**config.mk**
```make
export PLATFORM = sky130hd
export DESIGN_NAME = mem_port_arbiter_flat
export DESIGN_NICKNAME = d
export VERILOG_FILES = /design/src/rtl/mem_port_arbiter_if.sv /design/src/rtl/mem_port_arbiter.sv /design/src/flat_wrapper.sv
export SDC_FILE = /design/constraint.sdc
export NUM_CORES = 1
export LEC_CHECK = 0
export ABC_AREA = 1
export CAP_MARGIN = 10
export CORE_AREA = 2 2 119 121
export CTS_BUF_LIST = sky130_fd_sc_hd__clkbuf_4
export DETAILED_ROUTE_END_ITERATION = 12
export DIE_AREA = 0 0 121 123
export PLACE_DENSITY = 0.79
export SKIP_LAST_GASP = 1
export SYNTH_ARGS = -nofsm -noshare
export SYNTH_HDL_FRONTEND = slang
export SYNTH_SLANG_ARGS = --single-unit
```
**constraint.sdc**
```tcl
create_clock -name clk -period 6.5 [get_ports clk]
set_input_delay 1.625 -clock clk [delete_from_list [all_inputs] [get_ports clk]]
set_output_delay 1.625 -clock clk [all_outputs]
set_load 0.01 [all_outputs]
```
**src/rtl/mem_port_arbiter_if.sv**
```systemverilog
// Bundle of the fetch, load/store and memory-side signals around mem_port_arbiter.
// The slave modport is the arbiter's view; master is the requester/memory environment.
interface mem_port_arbiter_if;
  logic        if_req_valid;
  logic [31:0] if_req_addr;
  logic        if_req_ready;
  logic        if_rsp_valid;
  logic [31:0] if_rsp_data;

  logic        ls_req_valid;
  logic [31:0] ls_req_addr;
  logic        ls_req_we;
  logic [31:0] ls_req_wdata;
  logic [1:0]  ls_req_size;
  logic        ls_req_sext;
  logic        ls_req_ready;
  logic        ls_rsp_valid;
  logic [31:0] ls_rsp_data;

  logic [31:0] mem_addr;
  logic [31:0] mem_offset_addr;
  logic [31:0] mem_wdata;
  logic        mem_we;
  logic [1:0]  mem_size;
  logic        mem_sext;
  logic [31:0] mem_data_out;

  modport slave (
    input  if_req_valid, if_req_addr,
    output if_req_ready, if_rsp_valid, if_rsp_data,
    input  ls_req_valid, ls_req_addr, ls_req_we, ls_req_wdata, ls_req_size, ls_req_sext,
    output ls_req_ready, ls_rsp_valid, ls_rsp_data,
    output mem_addr, mem_offset_addr, mem_wdata, mem_we, mem_size, mem_sext,
    input  mem_data_out
  );

  modport master (
    output if_req_valid, if_req_addr,
    input  if_req_ready, if_rsp_valid, if_rsp_data,
    output ls_req_valid, ls_req_addr, ls_req_we, ls_req_wdata, ls_req_size, ls_req_sext,
    input  ls_req_ready, ls_rsp_valid, ls_rsp_data,
    input  mem_addr, mem_offset_addr, mem_wdata, mem_we, mem_size, mem_sext,
    output mem_data_out
  );
endinterface

```
**src/rtl/mem_port_arbiter.sv**
```systemverilog
// Arbitrates fetch and load/store onto one memory port and routes the registered read data back.
// Optional fetch starvation guard is built when MEM_ARB_STARVE_GUARD_EN is defined.
module mem_port_arbiter #(
  parameter int unsigned STREAK_MAX = 3
) (
  input  logic               clk,
  input  logic               rst_n,
  input  logic               clk_enable,
  mem_port_arbiter_if.slave  bus
);

  localparam logic [3:0] STREAK_LIM = 4'(STREAK_MAX);

  logic        grant_if;
  logic        grant_ls;
  logic        force_if;

  logic [31:0] sel_addr;
  logic [31:0] sel_wdata;
  logic        sel_we;
  logic [1:0]  sel_size;
  logic        sel_sext;

  logic [31:0] addr_hold;
  logic [31:0] offset_hold;

  logic        vld_if_p1;
  logic        vld_ls_p1;
  logic        store_p1;

`ifdef MEM_ARB_STARVE_GUARD_EN
  logic [3:0] streak_p1;

  function automatic logic [3:0] sat_inc(input logic [3:0] v);
    if (v >= STREAK_LIM) return STREAK_LIM;
    return v + 4'd1;
  endfunction

  assign force_if = bus.if_req_valid && (streak_p1 == STREAK_LIM);

  // Counts load/store wins while fetch is waiting; any fetch win or idle fetch resets it.
  always_ff @(posedge clk or negedge rst_n) begin
    if (!rst_n) begin
      streak_p1 <= 4'd0;
    end else if (clk_enable) begin
      if (grant_if || !bus.if_req_valid) streak_p1 <= 4'd0;
      else if (grant_ls)                 streak_p1 <= sat_inc(streak_p1);
    end
  end
`else
  logic unused_cfg;
  assign unused_cfg = ^STREAK_LIM;
  assign force_if   = 1'b0;
`endif

  // Stage p0: combinational grant and memory-side drive.
  assign grant_ls = clk_enable && bus.ls_req_valid && !force_if;
  assign grant_if = clk_enable && bus.if_req_valid && (!bus.ls_req_valid || force_if);

  always_comb begin
    sel_addr  = addr_hold;
    sel_wdata = 32'd0;
    sel_we    = 1'b0;
    sel_size  = 2'b00;
    sel_sext  = 1'b0;
    if (grant_ls) begin
      sel_addr  = bus.ls_req_addr;
      sel_wdata = bus.ls_req_wdata;
      sel_we    = bus.ls_req_we;
      sel_size  = bus.ls_req_size;
      sel_sext  = bus.ls_req_sext;
    end else if (grant_if) begin
      sel_addr  = bus.if_req_addr;
      sel_size  = 2'b10;
    end
  end

  assign bus.if_req_ready    = grant_if;
  assign bus.ls_req_ready    = grant_ls;
  assign bus.mem_addr        = sel_addr;
  assign bus.mem_offset_addr = (grant_if || grant_ls) ? sel_addr + 32'd4 : offset_hold;
  assign bus.mem_wdata       = sel_wdata;
  assign bus.mem_we          = sel_we;
  assign bus.mem_size        = sel_size;
  assign bus.mem_sext        = sel_sext;

  // Address outputs keep their last granted value; held offset starts at 0 so reset reads all-zero.
  always_ff @(posedge clk or negedge rst_n) begin
    if (!rst_n) begin
      addr_hold   <= 32'd0;
      offset_hold <= 32'd0;
    end else if (grant_if || grant_ls) begin
      addr_hold   <= sel_addr;
      offset_hold <= sel_addr + 32'd4;
    end
  end

  // Stage p1: one-cycle read latency tracking, tagged by source.
  always_ff @(posedge clk or negedge rst_n) begin
    if (!rst_n) begin
      vld_if_p1 <= 1'b0;
      vld_ls_p1 <= 1'b0;
      store_p1  <= 1'b0;
    end else if (clk_enable) begin
      vld_if_p1 <= grant_if;
      vld_ls_p1 <= grant_ls;
      store_p1  <= grant_ls && bus.ls_req_we;
    end
  end

  assign bus.if_rsp_valid = vld_if_p1;
  assign bus.if_rsp_data  = vld_if_p1 ? bus.mem_data_out : 32'd0;
  assign bus.ls_rsp_valid = vld_ls_p1;
  assign bus.ls_rsp_data  = (vld_ls_p1 && !store_p1) ? bus.mem_data_out : 32'd0;

endmodule
```
**src/flat_wrapper.sv**
```systemverilog
// flat-port wrapper written by rule: the top's interface ports become plain ports
module mem_port_arbiter_flat 
#(
  parameter int unsigned STREAK_MAX = 3
)
  (clk, rst_n, clk_enable, bus_if_req_valid, bus_if_req_addr, bus_if_req_ready, bus_if_rsp_valid, bus_if_rsp_data, bus_ls_req_valid, bus_ls_req_addr, bus_ls_req_we, bus_ls_req_wdata, bus_ls_req_size, bus_ls_req_sext, bus_ls_req_ready, bus_ls_rsp_valid, bus_ls_rsp_data, bus_mem_addr, bus_mem_offset_addr, bus_mem_wdata, bus_mem_we, bus_mem_size, bus_mem_sext, bus_mem_data_out);
  mem_port_arbiter_if bus_i ();
  input  logic clk;
  input  logic rst_n;
  input  logic clk_enable;
  input wire logic [$bits(bus_i.if_req_valid)-1:0] bus_if_req_valid;
  input wire logic [$bits(bus_i.if_req_addr)-1:0] bus_if_req_addr;
  output wire logic [$bits(bus_i.if_req_ready)-1:0] bus_if_req_ready;
  output wire logic [$bits(bus_i.if_rsp_valid)-1:0] bus_if_rsp_valid;
  output wire logic [$bits(bus_i.if_rsp_data)-1:0] bus_if_rsp_data;
  input wire logic [$bits(bus_i.ls_req_valid)-1:0] bus_ls_req_valid;
  input wire logic [$bits(bus_i.ls_req_addr)-1:0] bus_ls_req_addr;
  input wire logic [$bits(bus_i.ls_req_we)-1:0] bus_ls_req_we;
  input wire logic [$bits(bus_i.ls_req_wdata)-1:0] bus_ls_req_wdata;
  input wire logic [$bits(bus_i.ls_req_size)-1:0] bus_ls_req_size;
  input wire logic [$bits(bus_i.ls_req_sext)-1:0] bus_ls_req_sext;
  output wire logic [$bits(bus_i.ls_req_ready)-1:0] bus_ls_req_ready;
  output wire logic [$bits(bus_i.ls_rsp_valid)-1:0] bus_ls_rsp_valid;
  output wire logic [$bits(bus_i.ls_rsp_data)-1:0] bus_ls_rsp_data;
  output wire logic [$bits(bus_i.mem_addr)-1:0] bus_mem_addr;
  output wire logic [$bits(bus_i.mem_offset_addr)-1:0] bus_mem_offset_addr;
  output wire logic [$bits(bus_i.mem_wdata)-1:0] bus_mem_wdata;
  output wire logic [$bits(bus_i.mem_we)-1:0] bus_mem_we;
  output wire logic [$bits(bus_i.mem_size)-1:0] bus_mem_size;
  output wire logic [$bits(bus_i.mem_sext)-1:0] bus_mem_sext;
  input wire logic [$bits(bus_i.mem_data_out)-1:0] bus_mem_data_out;
  assign bus_i.if_req_valid = bus_if_req_valid;
  assign bus_i.if_req_addr = bus_if_req_addr;
  assign bus_if_req_ready = bus_i.if_req_ready;
  assign bus_if_rsp_valid = bus_i.if_rsp_valid;
  assign bus_if_rsp_data = bus_i.if_rsp_data;
  assign bus_i.ls_req_valid = bus_ls_req_valid;
  assign bus_i.ls_req_addr = bus_ls_req_addr;
  assign bus_i.ls_req_we = bus_ls_req_we;
  assign bus_i.ls_req_wdata = bus_ls_req_wdata;
  assign bus_i.ls_req_size = bus_ls_req_size;
  assign bus_i.ls_req_sext = bus_ls_req_sext;
  assign bus_ls_req_ready = bus_i.ls_req_ready;
  assign bus_ls_rsp_valid = bus_i.ls_rsp_valid;
  assign bus_ls_rsp_data = bus_i.ls_rsp_data;
  assign bus_mem_addr = bus_i.mem_addr;
  assign bus_mem_offset_addr = bus_i.mem_offset_addr;
  assign bus_mem_wdata = bus_i.mem_wdata;
  assign bus_mem_we = bus_i.mem_we;
  assign bus_mem_size = bus_i.mem_size;
  assign bus_mem_sext = bus_i.mem_sext;
  assign bus_i.mem_data_out = bus_mem_data_out;
  mem_port_arbiter #(.STREAK_MAX(STREAK_MAX)) u_core (.clk(clk), .rst_n(rst_n), .clk_enable(clk_enable), .bus(bus_i));
endmodule
```
Yosys cells after proc, flatten, opt, wreduce, memory -nomap -nowiden
Cells that the tools add are included.

word-level totals
  output and inout port bits = 168
  bits in registers = 67

cells by class
  reductions and logical operators = 8
  multiplexer cells = 10
  $add $sub $neg = 1

operator list
  operator                 number
  $mux W32                 6
  $add A32 B3 Y32 const B  1
  $logic_and A1 B1 Y1      5
  $mux W2                  2
  $logic_not A1 Y1         2
  $mux W1                  2
  $logic_or A1 B1 Y1       1

Longest topological paths before layout
Gate-level depths: netlist (run 1).

  depth after elaboration = 6
  mapped depth = 14

Least setup slack after synthesis (run 1)
OpenSTA, ideal clock, no wires.

  kind = input -> output
  start = input port clk_enable
  end = output port bus_mem_offset_addr[10]
  data arrival time = 3353 ps
  slack = 1522 ps
  cell stages on the path = 11
  cells stage by stage = nand2_2 buf_6 nand3b_1 nand2_1 nor2_2 ha_1 nand4_1 nor2_2 nand3_2 or2_2 a31oi_1

on the way
  longest elaborated chain between the ends = 6
  elaborated cells on any way between the ends = 8
  classes of those cells = 1 x add/sub; 3 x mux; 4 x reduce/logical

ends and longest elaborated chain
  element                            line                    text
  start: declaration                 flat_wrapper.sv:10      input logic clk_enable;
  $logic_and A1 B1 Y1 (2 in series)  mem_port_arbiter.sv:58  assign grant_if = clk_enable && bus.if_req_valid && (!bus.ls_req_valid || force_if);
  $mux W32                           mem_port_arbiter.sv:72  end else if (grant_if) begin
  $mux W32 *                         mem_port_arbiter.sv:66  if (grant_ls) begin
  net bus_mem_addr[2]                flat_wrapper.sv:25      output wire logic [$bits(bus_i.mem_addr)-1:0] bus_mem_addr;
  $add A32 B3 Y32 *                  mem_port_arbiter.sv:81  assign bus.mem_offset_addr = (grant_if || grant_ls) ? sel_addr + 32'd4 : offset_hold;
  $mux W32 *                         mem_port_arbiter.sv:81
  end: declaration                   flat_wrapper.sv:26      output wire logic [$bits(bus_i.mem_offset_addr)-1:0] bus_mem_offset_addr;

Mark *: on every way through the listed nets, which the timed path passes. The rest lies on a longest branch.

Final worst setup path (run 1)
  start = input port clk_enable
  end = output port bus_mem_offset_addr[8]

on the way
  longest elaborated chain between the ends = 6
  elaborated cells on any way between the ends = 8
  classes of those cells = 1 x add/sub; 3 x mux; 4 x reduce/logical

ends and longest elaborated chain
  element                            line
  $logic_and A1 B1 Y1 (2 in series)  mem_port_arbiter.sv:58
  $mux W32                           mem_port_arbiter.sv:72
  $mux W32                           mem_port_arbiter.sv:66
  $add A32 B3 Y32                    mem_port_arbiter.sv:81
  $mux W32 *                         mem_port_arbiter.sv:81

Mark *: on every way between the ends. The rest lies on a longest branch, timed or not.

==> impl_metrics.csv, run 1 <==
group,metric,value,unit
timing,tns,0,ps
place,dp_hpwl,15100,µm
clock_tree,cts_max_level,3,
floorplan,rows,43,
global_route,antenna_found_initial,0,
power,power_density,167,nW/µm²
final_layout,syn2layout_area_growth,65.8,%
setup_path,crit_buf_inv,2,
final_layout,final_area,8320,µm²
final_layout,final_cell_mix,"303 x clkdlybuf4s50_1, 238 x nand2_1, 176 x inv_1, 155 x nor2_1, 67 x dfrtp_1",
final_layout,fin_util,61.1,%
clock_tree,post_cts_buffers,0,
setup_path,worstPathRequired,4880,ps
min_path,hp-class,"reg2reg",
routing,wl,18600,µm
floorplan,die-height,123,µm
timing,setup_viol,0,
routing,wl_per_cell,14.2,µm
clock_tree,clk-insertion-delay-late,420,ps
setup_path,crit_family,"buffers and inverters",
clock_tree,cts-root-buf,"clkbuf_4",
timing,min_period_over_period,95.4,%
global_route,grt_max_degree,68,
floorplan,die_w,121,µm
setup_path,worst_path_largest_cell_delay,620,ps
logic_synthesis,synthDistinctLibCells,30,
logic_synthesis,synth_compound_area_share,2.79,%
timing,hold_viol_final,0,
setup_path,critPathLaunchType,"input port",
logic_synthesis,synth_seq_cells,67,
power,total_power,1.39,mW
routing,drt-initial-drc-count,330,
final_layout,fill_cells,1273,
logic_synthesis,syn_nets,963,
setup_path,ff2ff_setup_slack,4500,ps
logic_synthesis,synthMuxAreaShare,0,%
place,dp.cells,1294,
routing,drt_first_pass_iters,5,
timing,slew_viol_final,0,
routing,post_drt_via_cell_ratio,4.51,
routing,num_vias,5892,
power,ir_drop,0.124,mV
min_path,min_path_cells,2,
clock_tree,cts_tree,"done",
outcome,status,"completed",
setup_path,path_class,"in2out",
logic_synthesis,synth-adder-area-share,0.249,%
setup_path,path_cells,"clkdlybuf4s50_1, nand2_2, nand3b_1, nand2_1, nor2_2, ha_1, nand4_1, nor2_2, nand2_1, xor2_1, o21ai_0, clkdlybuf4s50_1",
global_route,overflow,0,
logic_synthesis,synth_top_family_by_area,"simple AND/OR/NAND/NOR gates",
timing,clock_skew,13.1,ps
routing,drc,0,
min_path,hold_path_startpoint,"u_core.addr_hold[1]$_DFFE_PN0N_",
place,port_buffers,304,
timing,fin_crit,6200,ps
logic_synthesis,synth-xor-area-share,0.523,%
routing,ant_nets,0,
floorplan,core,13600,µm²
setup_path,critPathMaxFanout,7,
logic_synthesis,yosysSeqAreaShare,33.4,%
setup_path,end_kind,"primary output",
timing,relSlewSlack,27.7,%
timing,worst_pin_slew,1080,ps
clock_tree,cts_buffers,9,
final_layout,multi_input_area,2520,µm²
floorplan,fp.dieArea,14900,µm²
power,p_leak,4.37,nW
global_route,grt_first_pass_wirelength,28500,µm
min_path,worstHoldEndpoint,"u_core.addr_hold[1]$_DFFE_PN0N_",
run,max_cap_viol_count,0,
setup_path,r2r-start,"u_core.addr_hold[3]$_DFFE_PN0N_",
clock_tree,clkTransAtPathRegs,110,ps
final_layout,final-seq-area,1680,µm²
final_layout,final_common_cell,"clkdlybuf4s50_1",
setup_path,crit_arrival,4570,ps
final_layout,fin_cells,1307,
logic_synthesis,synthesis.area,5020,µm²
timing,rsz0062_at_grt,"no",
place,place_area,8220,µm²
timing,fmax,0.161,GHz
final_layout,drive_gt1_share,7.72,%
logic_synthesis,syn_avg_cell_area,6.08,µm²
logic_synthesis,ys_warn_count,0,
setup_path,reg2reg_to,"u_core.offset_hold[20]$_DFF_PN0_",
logic_synthesis,synthCells,825,
clock_tree,clock-sinks,67,
logic_synthesis,yosys.area_share.simple,46.4,%
global_route,grt_pass1_vias,5457,
clock_tree,clockBufferDepth,2,
setup_path,slowest_stage,"clkdlybuf4s50_1",
floorplan,ios,305,
global_route,grtUsageTotal,24.6,%
final_layout,final_nets,1263,
final_layout,antenna_cells,0,
setup_path,rr_worst_depth,12,
floorplan,start_util,36.9,%
place,gp_congestion,0.909,
what timing repair did:
| item | CTS | global route |
|---|---|---|
| endpoints found under the setup margin | 0 | 2 |
| resized for setup | 0 | 2 |
| hold buffers | 0 | 0 |
routing by layer:
metal  share of wire, %  track usage [%]  up-vias
met5                  0                0        -
met4                2.4             7.78        0
met3                9.5             6.27       36
met2                 47             42.2      271
met1                 41             30.3     2575
li1                   -                -     3010
worst min-delay path: cells and delay by family, from the launching register on:
| family | cells | cell delay, ps |
|---|---|---|
| flops | 1 | 330 |
| simple gates | 2 | 120 |
final cells by class:
| class | count | share of cell area [%] |
|---|---|---|
| Clock buffer | 9 | 0.812 |
| Clock inverter | 4 | 0.256 |
| Inverter | 178 | 8.03 |
| Multi-Input combinational cell | 551 | 30.3 |
| Sequential cell | 67 | 20.1 |
| Tap cell | 180 | 2.71 |
| Timing Repair Buffer | 318 | 37.8 |
cells by family (layout without fill, tap and decap cells):
group                    count (synthesis)  after routing
AO/OA/AOI/OAI                           24             24
flip-flops                              67             67
AND/OR/NAND/NOR                        523            523
XOR/XNOR                                 3              3
buffers and inverters                  207            509
adder cells (fa/ha/maj)                  1              1
power breakdown:
group	internal, mW	switching, mW
clock network	0.0698	0.147
registers	0.480	0.0206
logic	0.331	0.343
total	0.881	0.511
stage by stage:
step | hold WS [ps] | setup WS [ps]
after CTS | 489 | 272
after global routing | 509 | 27.7
after floorplan | 443 | 1520
after detailed placement | 461 | 282
after global placement | 457 | 339
final | 483 | 301
synthesized netlist by cell type:
master    count  area (µm²)
clkbuf_1     14        52.6
o21bai_1      1        7.51
xor2_1        2        17.5
nand3_2       8        80.1
buf_2         6        30.0
o22ai_1       5        31.3
o21ai_1       2        10.0
inv_1       176         661
and2_1        2        12.5
nand2_1     238         893
nand3b_2      2        22.5
a22o_1        2        17.5
nor2_4       12         135
ha_1          1        12.5
inv_2         2        7.51
nand3_1      58         290
buf_6         5        56.3
xnor2_1       1        8.76
o21ai_0      10        50.1
a21oi_1       1        5.00
nand4_1       1        6.26
nor2_2       24         150
and3_1        1        6.26
a31oi_1       3        18.8
nand3b_1     11        82.6
nand2_2       8        50.1
or2_2         2        12.5
nor2_1      156         586
dfrtp_1      67        1680
buf_4         4        30.0
worst max path at each step:
stage                          start                      end  slack, ps  cells after the start
after floorplan           clk_enable  bus_mem_offset_addr[10]       1520                     11
after global placement    clk_enable  bus_mem_offset_addr[31]        340                     15
after detailed placement  clk_enable  bus_mem_offset_addr[31]        280                     15
after CTS                 clk_enable  bus_mem_offset_addr[31]        270                     15
after global routing      clk_enable  bus_mem_offset_addr[20]         30                     15
final                     clk_enable   bus_mem_offset_addr[8]        300                     12
registers in the layout, summed over array words and instances (netlist names):
signal                   count
u_core.addr_hold            32
u_core.offset_hold          32
u_core.bus.if_rsp_valid      1
u_core.bus.ls_rsp_valid      1
u_core.store_p1              1
No activity file was read; power rests on OpenSTA's default activity.
==> inputs of run 2 (changes only) <==
CTS_CLUSTER_DIAMETER = 30   (was unset)
GPL_TIMING_DRIVEN = 1   (was unset)
==> results of run 2 <==
No change in the layout: final DEF, timing and power equal those of run 1.
